==> src/rtl/piso_pkg.sv <==
// Shared types and constants for the parallel-in serial-out serializer.
package piso_pkg;

  typedef enum logic {
    IDLE  = 1'b0,
    SHIFT = 1'b1
  } state_t;

  localparam int PISO_WIDTH_DEFAULT = 4;

endpackage

==> src/rtl/piso_bit_cnt.sv <==
// Remaining-bit counter: load, decrement or hold each clock; zero flag is combinational from the count.
// Decrement is ignored at zero so the count never wraps.
module piso_bit_cnt #(
  parameter int CW = 2
) (
  input  logic          clk,
  input  logic          clr,
  input  logic          load,
  input  logic          dec,
  input  logic [CW-1:0] load_val,
  output logic [CW-1:0] cnt,
  output logic          zero
);

  always_ff @(posedge clk) begin
    if (clr) begin
      cnt <= '0;
    end else if (load) begin
      cnt <= load_val;
    end else if (dec && !zero) begin
      cnt <= cnt - CW'(1);
    end
  end

  assign zero = (cnt == '0);

endmodule

==> src/rtl/piso_serializer.sv <==
// LSB-first serializer: bit i of a word accepted at edge T is on data_out after edge T+i.
// load_ready opens in IDLE or on the last bit, so back-to-back words stream with no gap; en=0 stalls everything.
module piso_serializer
  import piso_pkg::*;
#(
  parameter int WIDTH = PISO_WIDTH_DEFAULT
) (
  input  logic             clk,
  input  logic             clr,
  input  logic             en,
  input  logic             load_valid,
  input  logic [WIDTH-1:0] load_data,
  output logic             load_ready,
  output logic             data_out,
  output logic             out_valid,
  output logic             last,
  output logic             busy
);

  localparam int            CW       = $clog2(WIDTH);
  localparam logic [CW-1:0] CNT_INIT = CW'(WIDTH - 1);

  state_t           state;
  logic [WIDTH-1:0] sreg;
  logic [CW-1:0]    cnt;
  logic             cnt_zero;
  logic             take;
  logic             step;

  // Ready depends only on state and count so a source may wait on it before raising valid.
  assign load_ready = !clr && ((state == IDLE) || cnt_zero);
  assign take       = load_valid && load_ready && en;
  assign step       = en && (state == SHIFT) && !take;

  piso_bit_cnt #(
    .CW(CW)
  ) u_bit_cnt (
    .clk     (clk),
    .clr     (clr),
    .load    (take),
    .dec     (step),
    .load_val(CNT_INIT),
    .cnt     (cnt),
    .zero    (cnt_zero)
  );

  always_ff @(posedge clk) begin
    if (clr) begin
      state    <= IDLE;
      sreg     <= '0;
      data_out <= 1'b0;
    end else if (en) begin
      if (take) begin
        state    <= SHIFT;
        sreg     <= load_data;
        data_out <= load_data[0];
      end else if (state == SHIFT) begin
        if (cnt_zero) begin
          state    <= IDLE;
          sreg     <= '0;
          data_out <= 1'b0;
        end else begin
          sreg     <= sreg >> 1;
          data_out <= sreg[1];
        end
      end
    end
  end

  // A stalled cycle carries no payload: the held bit is re-presented once en returns.
  assign busy      = (state == SHIFT);
  assign out_valid = busy && en;
  assign last      = out_valid && cnt_zero;

endmodule

==> config.mk <==
export PLATFORM = sky130hd
export DESIGN_NAME = piso_serializer
export DESIGN_NICKNAME = d
export VERILOG_FILES = /design/src/rtl/piso_pkg.sv /design/src/rtl/piso_bit_cnt.sv /design/src/rtl/piso_serializer.sv
export SDC_FILE = /design/constraint.sdc
export NUM_CORES = 1
export LEC_CHECK = 0
export ABC_CLOCK_PERIOD_IN_PS = 3900
export CAP_MARGIN = 5
export CORE_AREA = 2 2 39 41
export DETAILED_ROUTE_END_ITERATION = 16
export DIE_AREA = 0 0 41 43
export HOLD_SLACK_MARGIN = 0.05
export SETUP_SLACK_MARGIN = 0.5
export SYNTH_ARGS = -nofsm -noshare
export SYNTH_HDL_FRONTEND = slang
export SYNTH_SLANG_ARGS = --single-unit
==> constraint.sdc <==
create_clock -name clk -period 3.9 [get_ports clk]
set_clock_uncertainty 0.1 [all_clocks]
set_input_delay 0.78 -clock clk [delete_from_list [all_inputs] [get_ports clk]]
set_output_delay 0.78 -clock clk [all_outputs]
set_load 0.01 [all_outputs]
==> results of run 1 <==
## cell type report
type | count | area [um^2]
timing repair buffer | 12 | 120
inverter | 4 | 15.0
multi-input combinational | 24 | 201
sequential | 7 | 140
fill | 149 | 861
tap | 16 | 20.0
clock buffer | 4 | 26.3
## registers in the layout (all words and copies together) (netlist names)
signal         flops
sreg               4
u_bit_cnt.cnt      2
busy               1
## report_power, final
part / internal (W) / switching, W / total, W / leakage (nW)
registers: 0.0000768 / 0.00000365 / 0.0000805 / 0.0576
clock network: 0.0000391 / 0.0000279 / 0.0000670 / 0.0150
logic: 0.0000218 / 0.0000154 / 0.0000371 / 0.130
total: 0.000138 / 0.0000469 / 0.000185 / 0.202
## cell usage after synthesis, drive strengths merged
| cell | number |
|---|---|
| nand2 | 3 |
| o21a | 1 |
| buf | 1 |
| nand3b | 1 |
| a311o | 1 |
| mux2 | 1 |
| inv | 4 |
| xnor2 | 1 |
| ha | 1 |
| a211oi | 1 |
| nor3 | 1 |
| nor2 | 1 |
| a21oi | 2 |
| and3 | 1 |
| a21o | 1 |
| dfxtp | 7 |
| nor3b | 4 |
| and2 | 1 |
| a221o | 3 |
## metal layers
layer	up-vias	global-route usage (%)	wire length, um
met2	10	12.2	278
met4	0	10.0	10
li1	159	-	-
met3	2	4.71	56
met1	129	11.9	373
met5	-	0	0
## path summary, 6_finish.rpt
check | depth (start not counted) | from | endpoint
max reg2reg | 5 | u_bit_cnt.cnt[0]$_SDFFE_PP0P_ | sreg[3]$_SDFFE_PP0P_
min reg2reg | 1 | sreg[1]$_SDFFE_PP0P_ | sreg[1]$_SDFFE_PP0P_
max | 3 | clr | load_ready
min | 1 | sreg[1]$_SDFFE_PP0P_ | sreg[1]$_SDFFE_PP0P_
## per-stage QoR
stage / worst slack [ns] / hold slack [ns]
2_1_floorplan: 1.87 / 0.351
3_3_place_gp: 0.876 / 0.369
6_report: 0.892 / 0.384
3_5_place_dp: 0.874 / 0.374
4_1_cts: 0.869 / 0.386
5_1_grt: 0.808 / 0.400
## worst max-delay path, stage by stage
cell and delay (ns):
clkdlybuf4s50_1 0.60, a21oi_1 0.20, clkdlybuf4s50_1 0.55
## logic make-up after synthesis
family | count (synthesis) | synth area share, %
buf+inv | 5 | 5.53
mux | 1 | 4.15
compound gates | 9 | 24.9
simple gates | 12 | 20.8
fa+ha+maj | 1 | 3.46
flops | 7 | 38.8
xor+xnor | 1 | 2.42
==> summary.md, run 1 <==
| Metric | Value |
|---|---|
| Cts repair resizes | 0 |
| Final non-filler cell total | 67 |
| Largest net degree at the start of global routing | 11 |
| Post-DP Area | 497 um^2 |
| RSZ-0062 raised after global routing | false |
| Fin. max-slew vios | 0 |
| DR WL/cell | roughly 11 um |
| Drt initial violations | 5 |
| Setup-failing EPs final | 0 |
| Layout cells sized above 1 | about a quarter |
| Rel. slew slack | between 70 and 80% |
| Max VDD drop | 0.000148 V |
| Worst min path class | flop to flop |
| Share of the synthesized area in the top cell type | 38.8% |
| DR vias | 300 |
| Die Area | 0.00176 mm^2 |
| N_diodes | 0 |
| Residual DRC | 0 |
| Ports | 13 |
| Arrival time worst endpoint | about 2.1 ns |
| Syn nets | 45 |
| Initial Util | 26.1% |
| DR vias/cell | roughly 4.5 |
| Crit start category | input port |
| Gpl congestion | 0.688 |
| Vias in the first global route | 271 |
| Clock root buffer | clkbuf_4 |
| Clock Tree Buf Depth | 2 |
| R2r setup slk | approximately 2.3 ns |
| Total wire length | between 700 and 800 um |
| Setup Crit Path Kind | input port to output pin |
| Commonest non-fill, non-tap cell in the layout | clkdlybuf4s50_1 |
| Worst Path Required | about 3 ns |
| FF+latch count, synth | 7 |
| Max-cap violations | 0 |
| Num CTS Buffers | 3 |
| CTS tree | built |
| Min Clock Period, post-route | 3.01 ns |
| Worst Path Max Fanout | 10 |
| Pwr/cell area | 353 mW/mm^2 |
| Largest cells by area after synthesis | dfxtp_1 (39%), a221o_2 (9.3%), nor3b_1 (8.3%), a211oi_4 (5.5%), inv_1 (4.2%) |
| DR pass1 iterations | 3 |
| Synth warn | 0 |
| Fin Setup TNS | 0 ns |
| Area delta synth->final | 44.6% |
| # hold bufs at CTS | 0 |
| First-pass GRT wire length | between 1 and 1.5 mm |
| Crit end category | output pin |
| Die H | approximately 43 um |
| Die X | 41 um |
| Clock sink total | 7 |
| Tot Pwr | roughly 0.00018 W |
| Post-Route Utilization | between 30% and 40% |
| Worst skew pair latency | about 0.25 ns |
| Number of buffers added on ports | 12 |
| # H-tree levels | 1 |
| Status | complete, no violations |
| Fin crit share | 77.1% |
| Leakage | about 0.20 nW |
| Grt ovf | 0 |
| Final hold vios | 0 |
| Area of the core | ~0.0014 mm^2 |
| Final nets | between 60 and 70 |
| Initial antenna violation count | 0 |
| Tightest Pin Transition | just under 0.4 ns |
| Netlist cell types | 20 |
| Dpl hpwl | 518 um |
| Final Cell Area | about 520 um^2 |
| DRT antenna net count | 0 |
| Cells after DPL | 63 |
| Most frequent cells in the layout | clkdlybuf4s50_1 (12), dfxtp_1 (7), inv_1 (4), nor3b_1 (4) |
| Row count | 14 |
| Post-CTS Setup Bufs | 0 |
| Clock transition at path regs | ~0.060 ns |
| Post-synthesis sequential area ratio | slightly below 40% |
| Syn Inst Count | 36 |
| Synth area leader | dfxtp_1 |
| Synthesized area per cell | ~10 um^2 |
| Area of the mapped netlist | 362 um^2 |
| Max Clock Freq | about 0.33 GHz |
| Tot GR Track Use | around a tenth |
Note: power is estimated with default switching activity, not from simulation.
==> inputs of run 2 (changes only) <==
--- a/config.mk
+++ b/config.mk
@@ -5,7 +5,7 @@
 export SDC_FILE = /design/constraint.sdc
 export NUM_CORES = 1
 export LEC_CHECK = 0
-export ABC_CLOCK_PERIOD_IN_PS = 3900
+export ABC_CLOCK_PERIOD_IN_PS = 2800
 export CAP_MARGIN = 5
 export CORE_AREA = 2 2 39 41
 export DETAILED_ROUTE_END_ITERATION = 16
==> constraint.sdc (replaced) <==
create_clock -name clk -period 2.8 [get_ports clk]
set_clock_uncertainty 0.1 [all_clocks]
set_input_delay 0.56 -clock clk [delete_from_list [all_inputs] [get_ports clk]]
set_output_delay 0.56 -clock clk [all_outputs]
set_load 0.01 [all_outputs]
==> summary.md, run 2 (synthesis gave the netlist of run 1 again) <==
| Metric | Value |
|---|---|
| Status | complete, no violations |
| Area delta synth->final | 46.4% |
| Fin crit share | between 70% and 80% |
| Largest net degree at the start of global routing | 10 |
| Worst Path Max Fanout | 6 |
| Fin. max-slew vios | 0 |
| Row count | 14 |
| Worst Path Required | 2.14 ns |
| Crit start category | input port |
| Crit end category | output pin |
| Max-cap violations | 0 |
| Clock root buffer | clkbuf_4 |
| Total wire length | 722 um |
| Met2 Usage GRT | about an eighth |
| Rel. slew slack | 76.4% |
| Drt initial violations | 4 |
| Die X | 41 um |
| Gpl congestion | slightly below 0.7 |
| Num CTS Buffers | 3 |
| Met3 Usage GRT | 9.95% |
| DR vias | about 310 |
| Fill cells | between 150 and 200 |
| Cts repair resizes | 2 |
| Clock Tree Buf Depth | 2 |
| Top Usage Layer GRT | met1 |
| Hold path startpoint | sreg[1]$_SDFFE_PP0P_ |
| Final Cell Area | 529 um^2 |
| Biggest register | sreg |
| # hold bufs at CTS | 0 |
| Worst min path class | flop to flop |
| Initial Util | about a quarter |
| Die Area | about 0.0018 mm^2 |
| Met1 usage | between 10% and 20% |
| Tot GR Track Use | a little under a tenth |
| N_diodes | 0 |
| Max reg flops | 4 |
| Die H | between 40 and 50 um |
| Area of the multi-input gates | between 200 and 250 um^2 |
| Grt ovf | 0 |
| Vias in the first global route | about 270 |
| DR WL/cell | roughly 11 um |
| Tightest Pin Transition | 0.352 ns |
| Max VDD drop | roughly 0.00025 V |
| DRT antenna net count | 0 |
| Setup-failing EPs final | 0 |
| CTS tree | built |
| Reg2Reg Launch Point | u_bit_cnt.cnt[0]$_SDFFE_PP0P_ |
| Most frequent cells in the layout | clkdlybuf4s50_1 (10), dfxtp_1 (7), inv_1 (4), nor3b_1 (4) |
| Layout cells sized above 1 | ~27% |
| Worst skew pair latency | approximately 0.25 ns |
| Clock transition at path regs | 0.06 ns |
| Storage cell area | 140 um^2 |
| Final hold vios | 0 |
| Area of the core | 0.00138 mm^2 |
| Fin Setup TNS | 0 ns |
| RSZ-0062 raised after global routing | false |
| Commonest non-fill, non-tap cell in the layout | clkdlybuf4s50_1 |
| First-pass GRT wire length | 1.07 mm |
| Post-DP Area | around 500 um^2 |
| Setup Crit Path Kind | input port to output pin |
| Final nets | 62 |
| Number of buffers added on ports | 12 |
| DR pass1 iterations | 3 |
| DR vias/cell | about 4.5 |
| Arrival time worst endpoint | 1.57 ns |
| # H-tree levels | 1 |
| Residual DRC | 0 |
| Pwr/cell area | around 480 mW/mm^2 |
| Worst r2r path cells | 5 |
| Initial antenna violation count | 0 |
| Leakage | between 0.2 and 0.25 nW |
| Min Clock Period, post-route | around 2.2 ns |
| Post-CTS Setup Bufs | 0 |
| Hold depth | 1 |
| Clock sink total | 7 |
| Dpl hpwl | between 500 and 600 um |
| Ports | 13 |
| Worst Setup SP | en |
| Max Clock Freq | 0.448 GHz |
-- run 2: cell count changes in the layout (fill, tap and decap cells not counted) --
cell / before / now
buf_4: 0 / 1
clkinv_2: 0 / 1
clkdlybuf4s50_1: 12 / 10
clkbuf_1: 1 / 0
dlygate4sd2_1: 0 / 2
-- run 2: final cells by class --
cell class / instances / area share (%)
clock buffer: 3 / 4.26
clock inverter: 1 / 0.946
inverter: 4 / 2.84
multi-input combinational: 24 / 38.1
sequential: 7 / 26.5
tap: 16 / 3.78
timing repair buffer: 13 / 23.6
-- run 2: power by group --
group	total [W]	switching, W	leakage, nW	internal, W
logic	0.0000520	0.0000220	0.137	0.0000300
clock network	0.0000920	0.0000397	0.0177	0.0000523
registers	0.000112	0.00000512	0.0576	0.000107
total	0.000256	0.0000668	0.213	0.000189
-- run 2: layer usage --
layer	routed length [um]	share of wire, %
met5	0	0
met4	0	0
met3	90	12
met2	252	35
met1	379	52
-- run 2: path summary, 6_finish.rpt --
path / slack, ns / end
setup / recovery: 0.57 / last
hold / removal: 0.38 / sreg[1]$_SDFFE_PP0P_
setup reg to reg: 1.21 / sreg[3]$_SDFFE_PP0P_
hold reg to reg: 0.38 / sreg[1]$_SDFFE_PP0P_
-- run 2: worst max-delay path, cell delays in order --
cell	delay, ns
dlygate4sd2_1	0.29
and3_2	0.20
clkdlybuf4s50_1	0.52
-- run 2: stage by stage --
| step | utilization [%] | cells | hold WS (ns) | total power [W] | worst slack, ns |
|---|---|---|---|---|---|
| final | 38.2 | 68 | 0.382 | 0.000256 | 0.568 |
| after global routing | 38.2 | 68 | 0.398 | 0.000273 | 0.503 |
| after CTS | 38.2 | 68 | 0.384 | 0.000261 | 0.560 |
| after detailed placement | 36.4 | 64 | 0.370 | 0.000168 | 0.289 |
| after global placement | 36.4 | 64 | 0.370 | 0.000168 | 0.303 |
| after floorplan | - | 36 | 0.351 | 0.000144 | 1.21 |
==> inputs of run 3 (changes only) <==
--- a/config.mk
+++ b/config.mk
@@ -5,7 +5,7 @@
 export SDC_FILE = /design/constraint.sdc
 export NUM_CORES = 1
 export LEC_CHECK = 0
-export ABC_CLOCK_PERIOD_IN_PS = 2800
+export ABC_CLOCK_PERIOD_IN_PS = 2000
 export CAP_MARGIN = 5
 export CORE_AREA = 2 2 39 41
 export DETAILED_ROUTE_END_ITERATION = 16
==> constraint.sdc (replaced) <==
create_clock -name clk -period 2 [get_ports clk]
set_clock_uncertainty 0.1 [all_clocks]
set_input_delay 0.4 -clock clk [delete_from_list [all_inputs] [get_ports clk]]
set_output_delay 0.4 -clock clk [all_outputs]
set_load 0.01 [all_outputs]
==> summary.md, run 3 (synthesis gave the netlist of run 1 again) <==
| Metric | Value |
|---|---|
| Status | complete, no violations |
| Num CTS Buffers | 3 |
| Worst min path class | flop to flop |
| Reg2Reg Launch Point | u_bit_cnt.cnt[1]$_SDFFE_PP0P_ |
| Clock transition at path regs | ~0.05 ns |
| Residual DRC | 0 |
| Crit end category | output pin |
| DRT antenna net count | 0 |
| Vias in the first global route | 350 |
| RSZ-0062 raised after global routing | true |
| Pwr/cell area | approximately 620 mW/mm^2 |
| Commonest non-fill, non-tap cell in the layout | buf_4 |
| DR vias/cell | roughly 4.7 |
| Die X | between 40 and 50 um |
| Min Clock Period, post-route | between 1.5 and 2 ns |
| Gpl congestion | between 0.6 and 0.7 |
| Total wire length | just under 900 um |
| Max reg flops | 4 |
| DR vias | ~360 |
| Hold path startpoint | sreg[2]$_SDFFE_PP0P_ |
| Final nets | 70 |
| Fin Setup TNS | 0 ns |
| Ports | 13 |
| Max Clock Freq | around 0.64 GHz |
| # H-tree levels | 1 |
| Drt initial violations | 2 |
| Fill cells | 140 |
| Final hold vios | 0 |
| CTS tree | built |
| Final non-filler cell total | 76 |
| Grt ovf | 0 |
| Clock Tree Buf Depth | 2 |
| Post-Route Utilization | 45.9% |
| Cells after DPL | 66 |
| Area delta synth->final | 75.8% |
| Number of buffers added on ports | 12 |
| Die Area | 0.00176 mm^2 |
| Fin crit share | about 80% |
| Row count | 14 |
| Most frequent cells in the layout | buf_4 (6), dlygate4sd2_1 (5), clkdlybuf4s50_1 (4), dfxtp_1 (4) |
| Arrival time worst endpoint | between 1 and 1.5 ns |
| Leakage | 0.269 nW |
| Worst Path Required | 1.50 ns |
| Tot Pwr | 0.000392 W |
| Tightest Pin Transition | 0.286 ns |
| N_diodes | 0 |
| Die H | approximately 43 um |
| Rel. slew slack | between 80% and 90% |
| Initial Util | approximately a quarter |
| DR pass1 iterations | 4 |
| # hold bufs at CTS | 0 |
| Fin. max-slew vios | 0 |
| Initial antenna violation count | 0 |
| Largest net degree at the start of global routing | 10 |
| Layout cells sized above 1 | 56.7% |
| Tot GR Track Use | roughly an eighth |
| Worst skew pair latency | about 0.25 ns |
| Max-cap violations | 0 |
| Clock sink total | 7 |
| Area of the core | approximately 0.0014 mm^2 |
| Clock root buffer | clkbuf_4 |
| First-pass GRT wire length | 1.44 mm |
| DR WL/cell | approximately 12 um |
| Setup Crit Path Kind | flop to output pin |
| Dpl hpwl | about 560 um |
| Worst Setup SP | u_bit_cnt.cnt[1]$_SDFFE_PP0P_ |
| Biggest register | sreg |
| Max VDD drop | roughly 0.00043 V |
| Worst Path Max Fanout | 3 |
| Setup-failing EPs final | 0 |
| Crit start category | flop |
[run 3: cell count changes in the layout (fill, tap and decap cells not counted), sizes merged]
cell / before / now
buf: 1 / 12
clkbuf: 3 / 4
clkdlybuf4s50: 10 / 4
clkinv: 1 / 0
dlygate4sd2: 2 / 5
[run 3: cell type report]
type,instances,area [um^2],share of cell area (%)
clock buffers,4,26.3,4.13
multi-input cells,24,233,36.6
flip-flops and latches,7,146,23.0
inverters,4,17.5,2.76
repair buffers,21,193,30.3
well taps,16,20.0,3.15
[run 3: final timing paths]
check	to	slack, ns	cells after the start
worst min-delay path	sreg[2]$_SDFFE_PP0P_	0.38	1
worst max register to register	u_bit_cnt.cnt[0]$_SDFFE_PP0P_	0.52	7
worst max-delay path	load_ready	0.45	5
worst min register to register	sreg[2]$_SDFFE_PP0P_	0.38	1
[run 3: layer usage]
layer | routed length (um) | track usage [%] | up-vias
met1 | 386 | 16.0 | 166
met3 | 74 | 7.85 | 0
li1 | - | - | 180
met5 | 0 | 0 | -
met2 | 419 | 16.9 | 12
met4 | 0 | 4.00 | 0
[run 3: stage by stage]
| step | setup WS [ns] | hold slack, ns | instance area, um^2 |
|---|---|---|---|
| 5_1_grt | 0.400 | 0.404 | 636 |
| 4_1_cts | 0.395 | 0.384 | 598 |
| 6_report | 0.446 | 0.383 | 636 |
| 3_5_place_dp | -0.0861 | 0.377 | 519 |
| 3_3_place_gp | -0.0695 | 0.371 | 519 |
| 2_1_floorplan | 0.541 | 0.351 | 362 |
[run 3: what timing repair did]
| item | 4_1_cts | 5_1_grt |
|---|---|---|
| buffers inserted | 3 | 3 |
| pin swaps | 5 | 3 |
| setup endpoints to repair | 11 | 7 |
| resized for setup | 31 | 4 |
| cloned | 0 | 0 |
[run 3: critical path: stages, from the launching register on]
cell and delay [ns]:
dfxtp_2 0.32, inv_2 0.06, ha_4 0.16, inv_4 0.04
a21oi_2 0.10, buf_2 0.13
[run 3: where the power goes]
| part | internal [W] | leakage, nW | switching, W |
|---|---|---|---|
| Sequential | 0.000151 | 0.0588 | 0.00000802 |
| Combinational | 0.0000641 | 0.195 | 0.0000419 |
| Clock | 0.0000760 | 0.0150 | 0.0000511 |
